## config.mk

```make
export PLATFORM = sky130hd
export DESIGN_NAME = sram_port_arbiter_flat
export DESIGN_NICKNAME = d
export VERILOG_FILES = /design/src/rtl/cpu_defs_pkg.sv /design/src/rtl/sram_port_arbiter_if.sv /design/src/rtl/arb_starve_counter.sv /design/src/rtl/sram_port_arbiter.sv /design/src/flat_wrapper.sv
export SDC_FILE = /design/constraint.sdc
export NUM_CORES = 1
export LEC_CHECK = 0
export BUFFER_PORTS_ARGS = -buffer_cell sky130_fd_sc_hd__buf_2
export CAP_MARGIN = 15
export CORE_AREA = 8 8 99 101
export DETAILED_ROUTE_END_ITERATION = 7
export DIE_AREA = 0 0 107 109
export MAX_ROUTING_LAYER = met4
export SLEW_MARGIN = 5
export SYNTH_ARGS = -nofsm -noshare
export SYNTH_HDL_FRONTEND = slang
export SYNTH_HIERARCHICAL = 1
export SYNTH_SLANG_ARGS = --single-unit
```

## constraint.sdc

```tcl
create_clock -name clk -period 2.1 [get_ports clk]
set_clock_uncertainty 0.05 [all_clocks]
set_input_delay 0.42 -clock clk [delete_from_list [all_inputs] [get_ports clk]]
set_output_delay 0.42 -clock clk [all_outputs]
set_load 0.1 [all_outputs]
```

## src/rtl/cpu_defs_pkg.sv

```systemverilog
// Shared core definitions: bus widths and response-owner encoding used by the
// memory-side arbiters of the five-stage core.
package cpu_defs_pkg;

    localparam int unsigned ADDR_W       = 32;
    localparam int unsigned DATA_W       = 32;
    localparam int unsigned STRB_W       = 4;
    localparam int unsigned STARVE_CNT_W = 4;

    // Which requester a returning SRAM response belongs to.
    typedef enum logic {
        OWNER_INST = 1'b0,
        OWNER_DATA = 1'b1
    } owner_e;

endpackage

```

## src/rtl/sram_port_arbiter_if.sv

```systemverilog
// Bundle of the IF-stage port, ME-stage port and SRAM port seen by
// sram_port_arbiter.
//   slave  : arbiter view (takes requests and sram_rdata, drives acks and sram_*)
//   master : environment view (requesters plus the SRAM macro)
interface sram_port_arbiter_if;
    import cpu_defs_pkg::*;

    // IF-stage requester
    logic              inst_req;
    logic [ADDR_W-1:0] inst_addr;
    logic              inst_addr_ok;
    logic              inst_data_ok;
    logic [DATA_W-1:0] inst_rdata;

    // ME-stage requester
    logic              data_req;
    logic              data_wr;
    logic [STRB_W-1:0] data_wstrb;
    logic [ADDR_W-1:0] data_addr;
    logic [DATA_W-1:0] data_wdata;
    logic              data_addr_ok;
    logic              data_data_ok;
    logic [DATA_W-1:0] data_rdata;

    // Single-port synchronous SRAM
    logic              sram_en;
    logic [STRB_W-1:0] sram_we;
    logic [ADDR_W-1:0] sram_addr;
    logic [DATA_W-1:0] sram_wdata;
    logic [DATA_W-1:0] sram_rdata;

    modport slave (
        input  inst_req, inst_addr,
        input  data_req, data_wr, data_wstrb, data_addr, data_wdata,
        input  sram_rdata,
        output inst_addr_ok, inst_data_ok, inst_rdata,
        output data_addr_ok, data_data_ok, data_rdata,
        output sram_en, sram_we, sram_addr, sram_wdata
    );

    modport master (
        output inst_req, inst_addr,
        output data_req, data_wr, data_wstrb, data_addr, data_wdata,
        output sram_rdata,
        input  inst_addr_ok, inst_data_ok, inst_rdata,
        input  data_addr_ok, data_data_ok, data_rdata,
        input  sram_en, sram_we, sram_addr, sram_wdata
    );

endinterface

```

## src/rtl/arb_starve_counter.sv

```systemverilog
// Saturating starvation counter for priority arbiters.
//   clk, resetn   : clock, synchronous active-low reset
//   inc_i         : count one more grant to the preferred requester
//   clr_i         : clear (wins over inc_i)
//   limit_i       : threshold to compare against
//   below_limit_o : count < limit_i, i.e. the preferred requester may still win
module arb_starve_counter #(
    parameter int unsigned Width = 4
) (
    input  logic             clk,
    input  logic             resetn,
    input  logic             inc_i,
    input  logic             clr_i,
    input  logic [Width-1:0] limit_i,
    output logic             below_limit_o
);

    logic [Width-1:0] cnt_q, cnt_d;

    always_comb begin
        cnt_d = cnt_q;
        if (clr_i) begin
            cnt_d = '0;
        end else if (inc_i && (cnt_q != {Width{1'b1}})) begin
            cnt_d = cnt_q + Width'(1);
        end
    end

    always_ff @(posedge clk) begin
        if (!resetn) begin
            cnt_q <= '0;
        end else begin
            cnt_q <= cnt_d;
        end
    end

    assign below_limit_o = (cnt_q < limit_i);

endmodule

```

## src/rtl/sram_port_arbiter.sv

```systemverilog
// Shares one single-port synchronous SRAM (1-cycle read latency) between the
// IF-stage and ME-stage requesters. ME is preferred; after STARVE_LIMIT
// consecutive data grants with inst_req pending, IF wins once.
//   clk, resetn : clock, synchronous active-low reset
//   bus         : slave view of sram_port_arbiter_if (both requester ports and
//                 the SRAM port); addr_ok and sram_* are combinational from the
//                 requests, data_ok follows acceptance by exactly one cycle.
module sram_port_arbiter
    import cpu_defs_pkg::*;
#(
    parameter int unsigned STARVE_LIMIT = 4
) (
    input logic                clk,
    input logic                resetn,
    sram_port_arbiter_if.slave bus
);

    localparam logic [STARVE_CNT_W-1:0] StarveLimit = STARVE_CNT_W'(STARVE_LIMIT);

    logic   grant_inst, grant_data, below_limit;
    logic   resp_valid_q, resp_valid_d;
    owner_e resp_owner_q, resp_owner_d;

    // Grants are suppressed during reset so nothing is issued or tracked.
    always_comb begin
        grant_inst = 1'b0;
        grant_data = 1'b0;
        if (resetn) begin
            if (bus.data_req && (!bus.inst_req || below_limit)) begin
                grant_data = 1'b1;
            end else if (bus.inst_req) begin
                grant_inst = 1'b1;
            end
        end
    end

    arb_starve_counter #(
        .Width (STARVE_CNT_W)
    ) u_starve_counter (
        .clk           (clk),
        .resetn        (resetn),
        .inc_i         (grant_data && bus.inst_req),
        .clr_i         (grant_inst || !bus.inst_req),
        .limit_i       (StarveLimit),
        .below_limit_o (below_limit)
    );

    always_comb begin
        bus.inst_addr_ok = grant_inst;
        bus.data_addr_ok = grant_data;
        bus.sram_en      = grant_inst || grant_data;
        bus.sram_we      = '0;
        bus.sram_addr    = '0;
        bus.sram_wdata   = '0;
        if (grant_data) begin
            bus.sram_we    = bus.data_wr ? bus.data_wstrb : '0;
            bus.sram_addr  = bus.data_addr;
            bus.sram_wdata = bus.data_wdata;
        end else if (grant_inst) begin
            bus.sram_addr  = bus.inst_addr;
        end
    end

    // Remember who owns the SRAM response coming back next cycle.
    always_comb begin
        resp_valid_d = grant_inst || grant_data;
        resp_owner_d = grant_data ? OWNER_DATA : OWNER_INST;
    end

    always_ff @(posedge clk) begin
        if (!resetn) begin
            resp_valid_q <= 1'b0;
            resp_owner_q <= OWNER_INST;
        end else begin
            resp_valid_q <= resp_valid_d;
            resp_owner_q <= resp_owner_d;
        end
    end

    always_comb begin
        bus.inst_data_ok = resetn && resp_valid_q && (resp_owner_q == OWNER_INST);
        bus.data_data_ok = resetn && resp_valid_q && (resp_owner_q == OWNER_DATA);
        bus.inst_rdata   = bus.sram_rdata;
        bus.data_rdata   = bus.sram_rdata;
    end

endmodule

```

## src/flat_wrapper.sv

```systemverilog
// flat-port wrapper written by rule: the top's interface ports become plain ports
module sram_port_arbiter_flat import cpu_defs_pkg::*;
#(
    parameter int unsigned STARVE_LIMIT = 4
)
  (clk, resetn, bus_inst_req, bus_inst_addr, bus_data_req, bus_data_wr, bus_data_wstrb, bus_data_addr, bus_data_wdata, bus_sram_rdata, bus_inst_addr_ok, bus_inst_data_ok, bus_inst_rdata, bus_data_addr_ok, bus_data_data_ok, bus_data_rdata, bus_sram_en, bus_sram_we, bus_sram_addr, bus_sram_wdata);
  sram_port_arbiter_if bus_i ();
  input logic clk;
  input logic resetn;
  input wire logic [$bits(bus_i.inst_req)-1:0] bus_inst_req;
  input wire logic [$bits(bus_i.inst_addr)-1:0] bus_inst_addr;
  input wire logic [$bits(bus_i.data_req)-1:0] bus_data_req;
  input wire logic [$bits(bus_i.data_wr)-1:0] bus_data_wr;
  input wire logic [$bits(bus_i.data_wstrb)-1:0] bus_data_wstrb;
  input wire logic [$bits(bus_i.data_addr)-1:0] bus_data_addr;
  input wire logic [$bits(bus_i.data_wdata)-1:0] bus_data_wdata;
  input wire logic [$bits(bus_i.sram_rdata)-1:0] bus_sram_rdata;
  output wire logic [$bits(bus_i.inst_addr_ok)-1:0] bus_inst_addr_ok;
  output wire logic [$bits(bus_i.inst_data_ok)-1:0] bus_inst_data_ok;
  output wire logic [$bits(bus_i.inst_rdata)-1:0] bus_inst_rdata;
  output wire logic [$bits(bus_i.data_addr_ok)-1:0] bus_data_addr_ok;
  output wire logic [$bits(bus_i.data_data_ok)-1:0] bus_data_data_ok;
  output wire logic [$bits(bus_i.data_rdata)-1:0] bus_data_rdata;
  output wire logic [$bits(bus_i.sram_en)-1:0] bus_sram_en;
  output wire logic [$bits(bus_i.sram_we)-1:0] bus_sram_we;
  output wire logic [$bits(bus_i.sram_addr)-1:0] bus_sram_addr;
  output wire logic [$bits(bus_i.sram_wdata)-1:0] bus_sram_wdata;
  assign bus_i.inst_req = bus_inst_req;
  assign bus_i.inst_addr = bus_inst_addr;
  assign bus_i.data_req = bus_data_req;
  assign bus_i.data_wr = bus_data_wr;
  assign bus_i.data_wstrb = bus_data_wstrb;
  assign bus_i.data_addr = bus_data_addr;
  assign bus_i.data_wdata = bus_data_wdata;
  assign bus_i.sram_rdata = bus_sram_rdata;
  assign bus_inst_addr_ok = bus_i.inst_addr_ok;
  assign bus_inst_data_ok = bus_i.inst_data_ok;
  assign bus_inst_rdata = bus_i.inst_rdata;
  assign bus_data_addr_ok = bus_i.data_addr_ok;
  assign bus_data_data_ok = bus_i.data_data_ok;
  assign bus_data_rdata = bus_i.data_rdata;
  assign bus_sram_en = bus_i.sram_en;
  assign bus_sram_we = bus_i.sram_we;
  assign bus_sram_addr = bus_i.sram_addr;
  assign bus_sram_wdata = bus_i.sram_wdata;
  sram_port_arbiter #(.STARVE_LIMIT(STARVE_LIMIT)) u_core (.clk(clk), .resetn(resetn), .bus(bus_i));
endmodule
```

==> metrics, run 1 <==
PortBufs 177; # setup viols final 70; GR Util All Layers roughly 16%; Switching Fraction a little over half; CTS buffer count 3; hold path startpoint u_core/u_starve_counter/cnt_q[0]; CTS root buf clkbuf_8; Skew-Pair Late Insertion Delay approximately 0.23 ns; most frequent cells in the layout buf_2, buf_12, nand2_1; Final Cycle Share 114%; total core area between 8000 and 9000 sq um; Top Ports 274; crit path max-delay cell type dfxtp_2; status complete, but fails checks; Pwr Total around 1.6 mW; hold_buf cts 0; worst r2r src u_core/u_starve_counter/cnt_q[1]; CP top delay family simple AND/OR/NAND/NOR gates; Sequential Power Share ~7.3%; P_sw approximately 880 uW; Syn Inst Count 266; CP Data Required Time ~1.6 ns; RSZ-0062 raised after global routing yes; largest net degree at the start of global routing 63; vias in the first global route 2,492; worst-case reg-to-reg path depth 9; fin. max-slew vios 0; DRT iter0 DRCs about 120; clock transition at the registers of the reported paths 0.04 ns; row cnt 34; Worst Hold End u_core/u_starve_counter/cnt_q[0]; WP data arrival about 1.9 ns; flop-to-flop setup slack around 0.18 ns; number of enable flip-flop cells after synthesis 0; Area Growth Syn to Fin 140%; synthesis warning total 6; nets 533; TritonCTS clock tree done; worst IR drop on VDD between 200 and 250 uV; hold crit path type reg2reg; Initial Util 20.7%; worst-path fanout max 13; first-pass GRT wire length approximately 14,000 um; die area approximately 12,000 sq um; Critical Path End Type output port; via/cell ratio between 4 and 5; Residual DRC 0; register area share after synthesis a little under 7%; Most used DFF post-synth dfxtp_1; failing checks setup timing; r2r endpoint u_core/u_starve_counter/cnt_q[0]; Crit Path Class reg2out; pre-CTS setup slack -0.0780 ns; total gr overflow 0; leakage power roughly 1.8 nW; Final Hold Viols 0; drt total wl just under 10,000 um; post-synthesis cell area 1740 sq um; Worst Path Buf+Inv 2; CP max stage delay about 0.33 ns; per-cell routed wire length about 19 um; clock sinks 6; critical path cell sequence ha_4 > a21oi_2 > o21a_1 > nand2b_4 > and3_4 > buf_12 > and2_4 > buf_12; share of cells above drive strength 1 between 70% and 80%; DIE WIDTH around 110 um; Netlist cell types 29; n_diodes 0; commonest non-fill, non-tap cell in the layout buf_2; post-DP HPWL around 8700 um; max cap viols 0; minimum clock period ~2.4 ns; critical path launch point type flip-flop; Hold Path Cell Cnt 2; ANT nets after route 0; Max Root-Sink Buffers 2; initial antenna violation count 0; most frequent CP cell buf_12; DR pass1 iterations 5; FMAX 417 MHz; gpl congestion between 0.7 and 0.8; die height 109 um; pwr dens ~390 nW/um^2; Yosys reg bits 6; syn avg cell area approximately 6.5 sq um; PnR worst setup slack -0.297 ns; Pint ~760 uW; combinational cell fraction of total power about four fifths; clock power share between 10 and 15%; routed via count around 2,200; H-tree levels 1; asr flop ratio synth 0%
[cell type report]
| cell class | instances | area, sq um |
|---|---|---|
| well taps | 108 | 135 |
| flip-flops and latches | 6 | 124 |
| inverters | 5 | 18.8 |
| repair buffers | 200 | 2300 |
| clock buffers | 3 | 41.3 |
| multi-input cells | 176 | 1560 |
| fillers | 779 | 4210 |
[tightest hold or removal path, cell delays in order, from the launching register on]
cell	delay, ns
dfxtp_1	0.33
o21ai_0	0.08
a21oi_1	0.06
[power by group through the flow]
stage / clock network [mW] / logic (mW) / registers [mW]
after floorplan: 0 / 1.41 / 0.120
after global placement: 0 / 1.32 / 0.120
after detailed placement: 0 / 1.33 / 0.121
after CTS: 0.183 / 1.34 / 0.119
after global routing: 0.186 / 1.39 / 0.119
final: 0.178 / 1.34 / 0.119
[logic make-up after synthesis]
group,synth area share (%)
buffers and inverters,35.0
AND/OR/NAND/NOR,39.2
other,0.432
AO/OA/AOI/OAI,15.6
adder cells (fa/ha/maj),2.88
flip-flops,6.92
[flip-flops by register name (all words and copies together) (netlist names)]
register and flops:
u_core/resp_valid_q 1, u_core/u_starve_counter/cnt_q 4, u_core/resp_owner_q 1
[how the worst max path moves through the flow]
stage	start	end	cells past startpoint
after floorplan	u_core/u_starve_counter/cnt_q[1]	bus_sram_addr[11]	7
after global placement	u_core/u_starve_counter/cnt_q[1]	bus_sram_wdata[7]	8
after detailed placement	u_core/u_starve_counter/cnt_q[1]	bus_sram_wdata[7]	8
after CTS	u_core/u_starve_counter/cnt_q[1]	bus_sram_wdata[7]	8
after global routing	u_core/u_starve_counter/cnt_q[1]	bus_sram_wdata[7]	8
final	u_core/u_starve_counter/cnt_q[1]	bus_sram_wdata[7]	8
[Yosys cell counts, drive strengths merged (2+ instances only)]
cell type   n  share of area (%)
clkbuf      2               0.43
ha          4                2.9
nand2      72                 16
nor2        2               0.43
inv         5                1.1
conb        2               0.43
and2       33                 15
o22ai      32                 12
and4        4                2.0
dfxtp       6                6.9
nor3        2               0.58
buf        79                 34
o21ai       2               0.58
and3        4                2.1
o21a        3                1.3
nand2b      3                1.2
a21oi       6                1.7
[metrics by stage]
stage | cells | cell area [sq um] | hold slack (ns) | setup TNS [ns] | utilization [%]
global route | 498 | 4170 | 0.501 | -22.18 | 49.8
detailed placement | 492 | 4050 | 0.480 | -2.00 | 48.3
finish | 498 | 4170 | 0.483 | -16.86 | 49.8
CTS | 496 | 4100 | 0.483 | -18.38 | 49.0
global placement | 492 | 4050 | 0.451 | -0.921 | 48.3
floorplan | 268 | 2340 | 0.434 | -7.16 | -
[layer usage]
| metal | wire [um] | track usage [%] | up-vias |
|---|---|---|---|
| met5 | 0 | - | - |
| met4 | 125 | 4.32 | 0 |
| met3 | 960 | 5.26 | 9 |
| met2 | 4970 | 28.2 | 165 |
| met1 | 3580 | 16.8 | 977 |
| li1 | - | - | 1060 |
[what timing repair did]
item                       in CTS  in global routing
setup buffers                   1                  0
cloned                          0                  2
setup endpoints to repair      69                 70
gates resized for setup         2                  6
pin swaps                       0                  4
No activity file was read; power rests on OpenSTA's default activity.
==> inputs of run 2 (changes only) <==
- CORE_AREA: 8 8 99 101 -> 8 8 101 103
- DIE_AREA: 0 0 107 109 -> 0 0 109 111
- SYNTH_HIERARCHICAL: 1 -> not set
- clock period: 2.1 -> 2.2 ns (I/O delays scaled with it)
==> run 2 against run 1 <==
The run now ends clean. Core utilization is 14 points lower. Cell count is 23% lower. Setup slack gained 0.43 ns. Via count down 31%. Routed wire length is 34% lower. Largest cell class unchanged. Largest power group unchanged. Highest routed layer unchanged.
==> metrics, run 2 <==
status finished clean; row cnt 34 (unchanged); Sequential Power Share 8.9% (+1.6 points); post-synthesis cell area 1290 sq um (-26%); CTS root buf clkbuf_8; nets 417 (-22%); fin. max-slew vios 0 (unchanged); CTS buffer count 3 (unchanged); clock sinks 6 (unchanged); Setup Buffers After CTS 0 (-1); CP Data Required Time 1.71 ns (+0.08 ns); total core area 8550 sq um (+2.0%); drt total wl 6380 um (-34%); minimum clock period around 2.1 ns; number of enable flip-flop cells after synthesis 0 (unchanged); DRT iter0 DRCs 58 (-50%); largest net degree at the start of global routing 47 (-25%); per-cell routed wire length 16.6 um (-14%); commonest cells in the netlist buf_4, a22o_1, and2_1; Pwr Total 1.29 mW (-21%); H-tree levels 1 (unchanged); P_sw 685 uW (-22%); # setup viols final 0 (-100%); Final Cycle Share 93.9%; Fin Hold WS 0.380 ns (-0.103 ns); clock transition at the registers of the reported paths 0.03 ns (about the same); share of cells above drive strength 1 88.4% (+14 points); Yosys reg bits 6 (unchanged); FMAX between 400 and 500 MHz; Switching Fraction 53.1% (-0.61 points); commonest non-fill, non-tap cell in the layout buf_2; DIE WIDTH 109 um (+1.9%); max cap viols 0 (unchanged); first-pass GRT wire length 9450 um (-33%); Largest register FFs 4 (unchanged); largest cells by area after synthesis buf_4, a22o_1, and2_1, dfxtp_1, and3_1; synthesis warning total 0 (-6); pwr dens 427 nW/um^2 (+8.9%); Syn Inst Count 169 (-36%); hold_buf cts 0 (unchanged); hold crit path type reg2reg; asr flop ratio synth 0% (unchanged); largest registers u_core.u_starve_counter.cnt_q: 4 flops, u_core.resp_owner_q: 1 flops, u_core.resp_valid_q: 1 flops; worst IR drop on VDD 356 uV (+76%); PortBufs 177 (unchanged); clock power share 13.1% (+2.2 points); count leader, synth buf_4; Post-Route Utilization 35.3% (-14 points); DR pass1 iterations 4 (-1); Max Root-Sink Buffers 2 (unchanged); die height 111 um (+1.8%); gpl congestion 0.623 (-15%); Critical Path End Type output port; Syn Nets 307; top cell type's share of synthesized area 37.2% (+8.2 points); fill count 857 (+10%); Pint 606 uW (-20%); Residual DRC 0 (unchanged); Skew-Pair Late Insertion Delay 0.23 ns (about the same); TritonCTS clock tree done; worst-path fanout max 46 (+33); Area Growth Syn to Fin 134%; die area 12,100 sq um (+3.7%); vias in the first global route 1,704 (-32%); Top Ports 274 (unchanged); routed via count 1,524 (-31%); # resized after CTS 0 (-2); Netlist cell types 19 (-34%); syn avg cell area 7.65 sq um (+17%); most frequent cells in the layout buf_2, buf_12, and2_2; register area share after synthesis 9.29% (+2.4 points); WP data arrival 1.58 ns (-0.35 ns); Final Non-Filler Cells 385 (-23%); placed inst area 2980 sq um (-26%); Initial Util 15.1% (-5.6 points); post-route cell area 3020 sq um (-28%); flop-to-flop setup slack 1.20 ns (+1.02 ns); Synth area leader buf_4; critical path launch point type flip-flop; Crit Path Class reg2out; Most used DFF post-synth dfxtp_1; combinational cell fraction of total power 78.0% (-3.8 points); n_diodes 0 (unchanged); total gr overflow 0 (unchanged); Seq. cell area 120 sq um (-3.0%); placed insts 382 (-22%); GR Util All Layers 10.0% (-5.9 points); Largest Register u_core.u_starve_counter.cnt_q; Final Hold Viols 0 (unchanged); footprint of the multi-input gates 724 sq um (-53%); post-DP HPWL 5630 um (-35%); ANT nets after route 0 (unchanged); leakage power 1.46 nW (-19%); initial antenna violation count 0 (unchanged); via/cell ratio 3.96 (-11%); RSZ-0062 raised after global routing no
[run 2: final timing paths]
check,cells past startpoint,start,end
max,5,u_core.u_starve_counter.cnt_q[2],bus_sram_we[2]
min,1,u_core.u_starve_counter.cnt_q[0],u_core.u_starve_counter.cnt_q[0]
max reg2reg,3,u_core.u_starve_counter.cnt_q[2],u_core.u_starve_counter.cnt_q[2]
min reg2reg,1,u_core.u_starve_counter.cnt_q[0],u_core.u_starve_counter.cnt_q[0]
[run 2: cells by family (layout without fill, tap and decap cells)]
kind of cell,Yosys count,count (layout),synth area share (%)
AOI/OAI and AO/OA,36,36,23.9
adders and majority gates,1,1,0.968
buffers and inverters,76,184,43.0
DFF,6,6,9.29
muxes,1,1,0.774
other,1,1,0.290
and+or+nand+nor,48,48,21.8
[run 2: per-stage QoR]
step                      setup WS, ns  TNS, ns
after CTS                        0.107        0
after floorplan                 -0.105   -0.948
after global routing            0.0407        0
after global placement           0.194        0
final                            0.134        0
after detailed placement         0.161        0
[run 2: power by group through the flow]
stage          Clock, mW  Combinational [mW]  Sequential [mW]
2_1_floorplan          0                1.15            0.116
3_3_place_gp           0                1.01            0.117
5_1_grt            0.189                1.03            0.116
4_1_cts            0.175                1.02            0.115
3_5_place_dp           0                1.01            0.117
6_report           0.169                1.01            0.115
[run 2: worst max-delay path, stage by stage (launching register included)]
cell     delay, ns
dfxtp_1       0.32
o21ai_1       0.14
and3_2        0.26
buf_12        0.20
and3_1        0.24
buf_12        0.19
[run 2: per-layer routing]
metal  part of all wire [%]  GRT usage [%]  vias to the layer above
met5                      0              -                        -
met2                     55           18.9                       99
met4                    2.0           3.74                        0
li1                       -              -                      725
met3                     10           2.91                       23
met1                     32           9.07                      677
[run 2: area by class of cell]
class	count	share of cell area (%)
timing repair buffer	180	66.1
multi-input combinational	87	24.0
tap	108	4.47
sequential	6	3.98
clock buffer	3	1.37
inverter	1	0.124
==> inputs of run 3 (changes only) <==
- CORE_AREA: 8 8 101 103 -> 8 8 99 101
- DIE_AREA: 0 0 109 111 -> 0 0 107 109
- clock period: 2.2 -> 2.56 ns (I/O delays scaled with it)
==> run 3 against run 2 <==
Die area decreased by 3.6%. Largest power group unchanged. Critical endpoint is now bus_sram_addr[19]. Worst hold slack worse by 0.00061 ns. Global-route usage down 0.35 points.
==> metrics, run 3 (synthesized netlist as in run 2, its figures left out) <==
clock power share 13.0% (about the same); via/cell ratio 3.99 (+0.92%); Most Used Layer, Global Route met2; Switching Fraction 53.3% (+0.25 points); status finished clean; combinational cell fraction of total power 77.9% (about the same); total gr overflow 0 (unchanged); CP Data Required Time 2.00 ns (+0.29 ns); met1 Track Usage GR 9.50% (+0.43 points); CTS root buf clkbuf_8; clock sinks 6 (unchanged); worst-case reg-to-reg path depth 4 (+1); # setup viols final 0 (unchanged); Crit Path Class in2out; gpl congestion 0.711 (+14%); Initial Util 15.4% (+0.31 points); max cap viols 0 (unchanged); worst IR drop on VDD 484 uV (+36%); H-tree levels 1 (unchanged); critical path launch point type input port; n_diodes 0 (unchanged); footprint of the multi-input gates 641 sq um (-12%); Area Growth Syn to Fin 126%; ANT nets after route 0 (unchanged); Worst Path Buf+Inv 3 (+1); largest registers u_core.u_starve_counter.cnt_q: 4 flops, u_core.resp_owner_q: 1 flops, u_core.resp_valid_q: 1 flops; Final Hold Viols 0 (unchanged); Largest register FFs 4 (unchanged); largest net degree at the start of global routing 52 (+11%); die area 11,700 sq um (-3.6%); clock transition at the registers of the reported paths 0.04 ns (about the same); Hold Path Cell Cnt 1 (unchanged); crit path max-delay cell type and3_2; nets 417 (unchanged); Residual DRC 0 (unchanged); Final Cycle Share 85.0%; critical path cell sequence buf_2 > o21ai_1 > and3_2 > buf_12 > a22o_1 > buf_12; Critical Path End Type output port; Setup Buffers After CTS 0 (unchanged); leakage power 1.42 nW (-3.1%); DR pass1 iterations 4 (unchanged); pwr dens 371 nW/um^2 (-13%); fill count 828 (-3.4%); # resized after CTS 0 (unchanged); vias in the first global route 1,648 (-3.3%); CP top delay family buffers and inverters; Post-Route Utilization 34.9% (-0.43 points); most frequent cells in the layout buf_2, buf_12, a22o_1, and2_1; routing usage on met3 4.67% (+1.8 points); FMAX 460 MHz; hold_buf cts 0 (unchanged); routed via count 1,538 (+0.92%); post-DP HPWL 5570 um (-1.1%); fin. max-slew vios 0 (unchanged); CP max stage delay 0.24 ns (-0.08 ns); initial antenna violation count 0 (unchanged); Pint 507 uW (-16%); met2 Track Usage GR 15.9% (-3.0 points); PortBufs 177 (unchanged); commonest non-fill, non-tap cell in the layout buf_2; WP data arrival 1.61 ns (+0.03 ns); CTS buffer count 3 (unchanged); Seq. cell area 120 sq um (unchanged); DRT iter0 DRCs 33 (-43%); die height 109 um (-1.8%); share of cells above drive strength 1 73.3% (-15 points); DIE WIDTH 107 um (-1.8%); per-cell routed wire length 16.1 um (-3.0%); Largest Register u_core.u_starve_counter.cnt_q; GR Util All Layers 9.68% (-0.35 points); hold crit path type reg2reg; Sequential Power Share 9.1% (+0.2 points); TritonCTS clock tree done; Skew-Pair Late Insertion Delay 0.22 ns (about the same); worst-path fanout max 51 (+11%); most frequent CP cell buf_12; Fin Hold WS 0.379 ns (-0.000606 ns); minimum clock period between 2 and 2.5 ns; first-pass GRT wire length 8800 um (-6.9%); Max Root-Sink Buffers 2 (unchanged); P_sw 580 uW (-15%); row cnt 34 (unchanged); stages on the worst setup path 6 (+1); Top Ports 274 (unchanged); Sum Neg Setup Slack 0 ns (unchanged); total core area 8380 sq um (-2.0%); drt total wl 6190 um (-3.0%); RSZ-0062 raised after global routing no
[run 3: worst register-to-register path: stages (launching register included)]
cell     delay (ns)
dfxtp_1        0.31
ha_1           0.20
nand3_1        0.09
mux2i_1        0.20
nor2_1         0.06
[run 3: layer usage]
metal | part of all wire, % | vias to the layer above
met5 | 0 | -
met4 | 3.3 | 0
met3 | 11 | 29
met2 | 50 | 113
met1 | 35 | 671
li1 | - | 725
[run 3: power groups by stage]
| stage | sequential (mW) | clock [mW] | combinational, mW |
|---|---|---|---|
| global route | 0.0989 | 0.154 | 0.873 |
| floorplan | 0.0999 | 0 | 0.972 |
| CTS | 0.0988 | 0.148 | 0.855 |
| detailed placement | 0.100 | 0 | 0.854 |
| finish | 0.0988 | 0.142 | 0.846 |
| global placement | 0.100 | 0 | 0.847 |
[run 3: area by class of cell]
type | count | area share (%)
Inverter | 1 | 0.128
Sequential cell | 6 | 4.11
Clock buffer | 3 | 1.41
Timing Repair Buffer | 180 | 67.8
Multi-Input combinational cell | 87 | 21.9
Tap cell | 108 | 4.62
[run 3: final timing paths]
path	start	to	slack, ns
hold / removal	u_core.u_starve_counter.cnt_q[0]	u_core.u_starve_counter.cnt_q[0]	0.38
setup / recovery	bus_inst_req	bus_sram_addr[19]	0.38
setup reg to reg	u_core.u_starve_counter.cnt_q[0]	u_core.u_starve_counter.cnt_q[1]	1.54
hold reg to reg	u_core.u_starve_counter.cnt_q[0]	u_core.u_starve_counter.cnt_q[0]	0.38
[run 3: stage by stage]
step,area (sq um),setup WS [ns],std cells,power (mW)
after CTS,2930,0.376,385,1.10
after floorplan,1320,0.111,169,1.07
after global routing,2930,0.298,385,1.13
final,2930,0.384,385,1.09
after detailed placement,2880,0.374,382,0.954
after global placement,2880,0.399,382,0.947
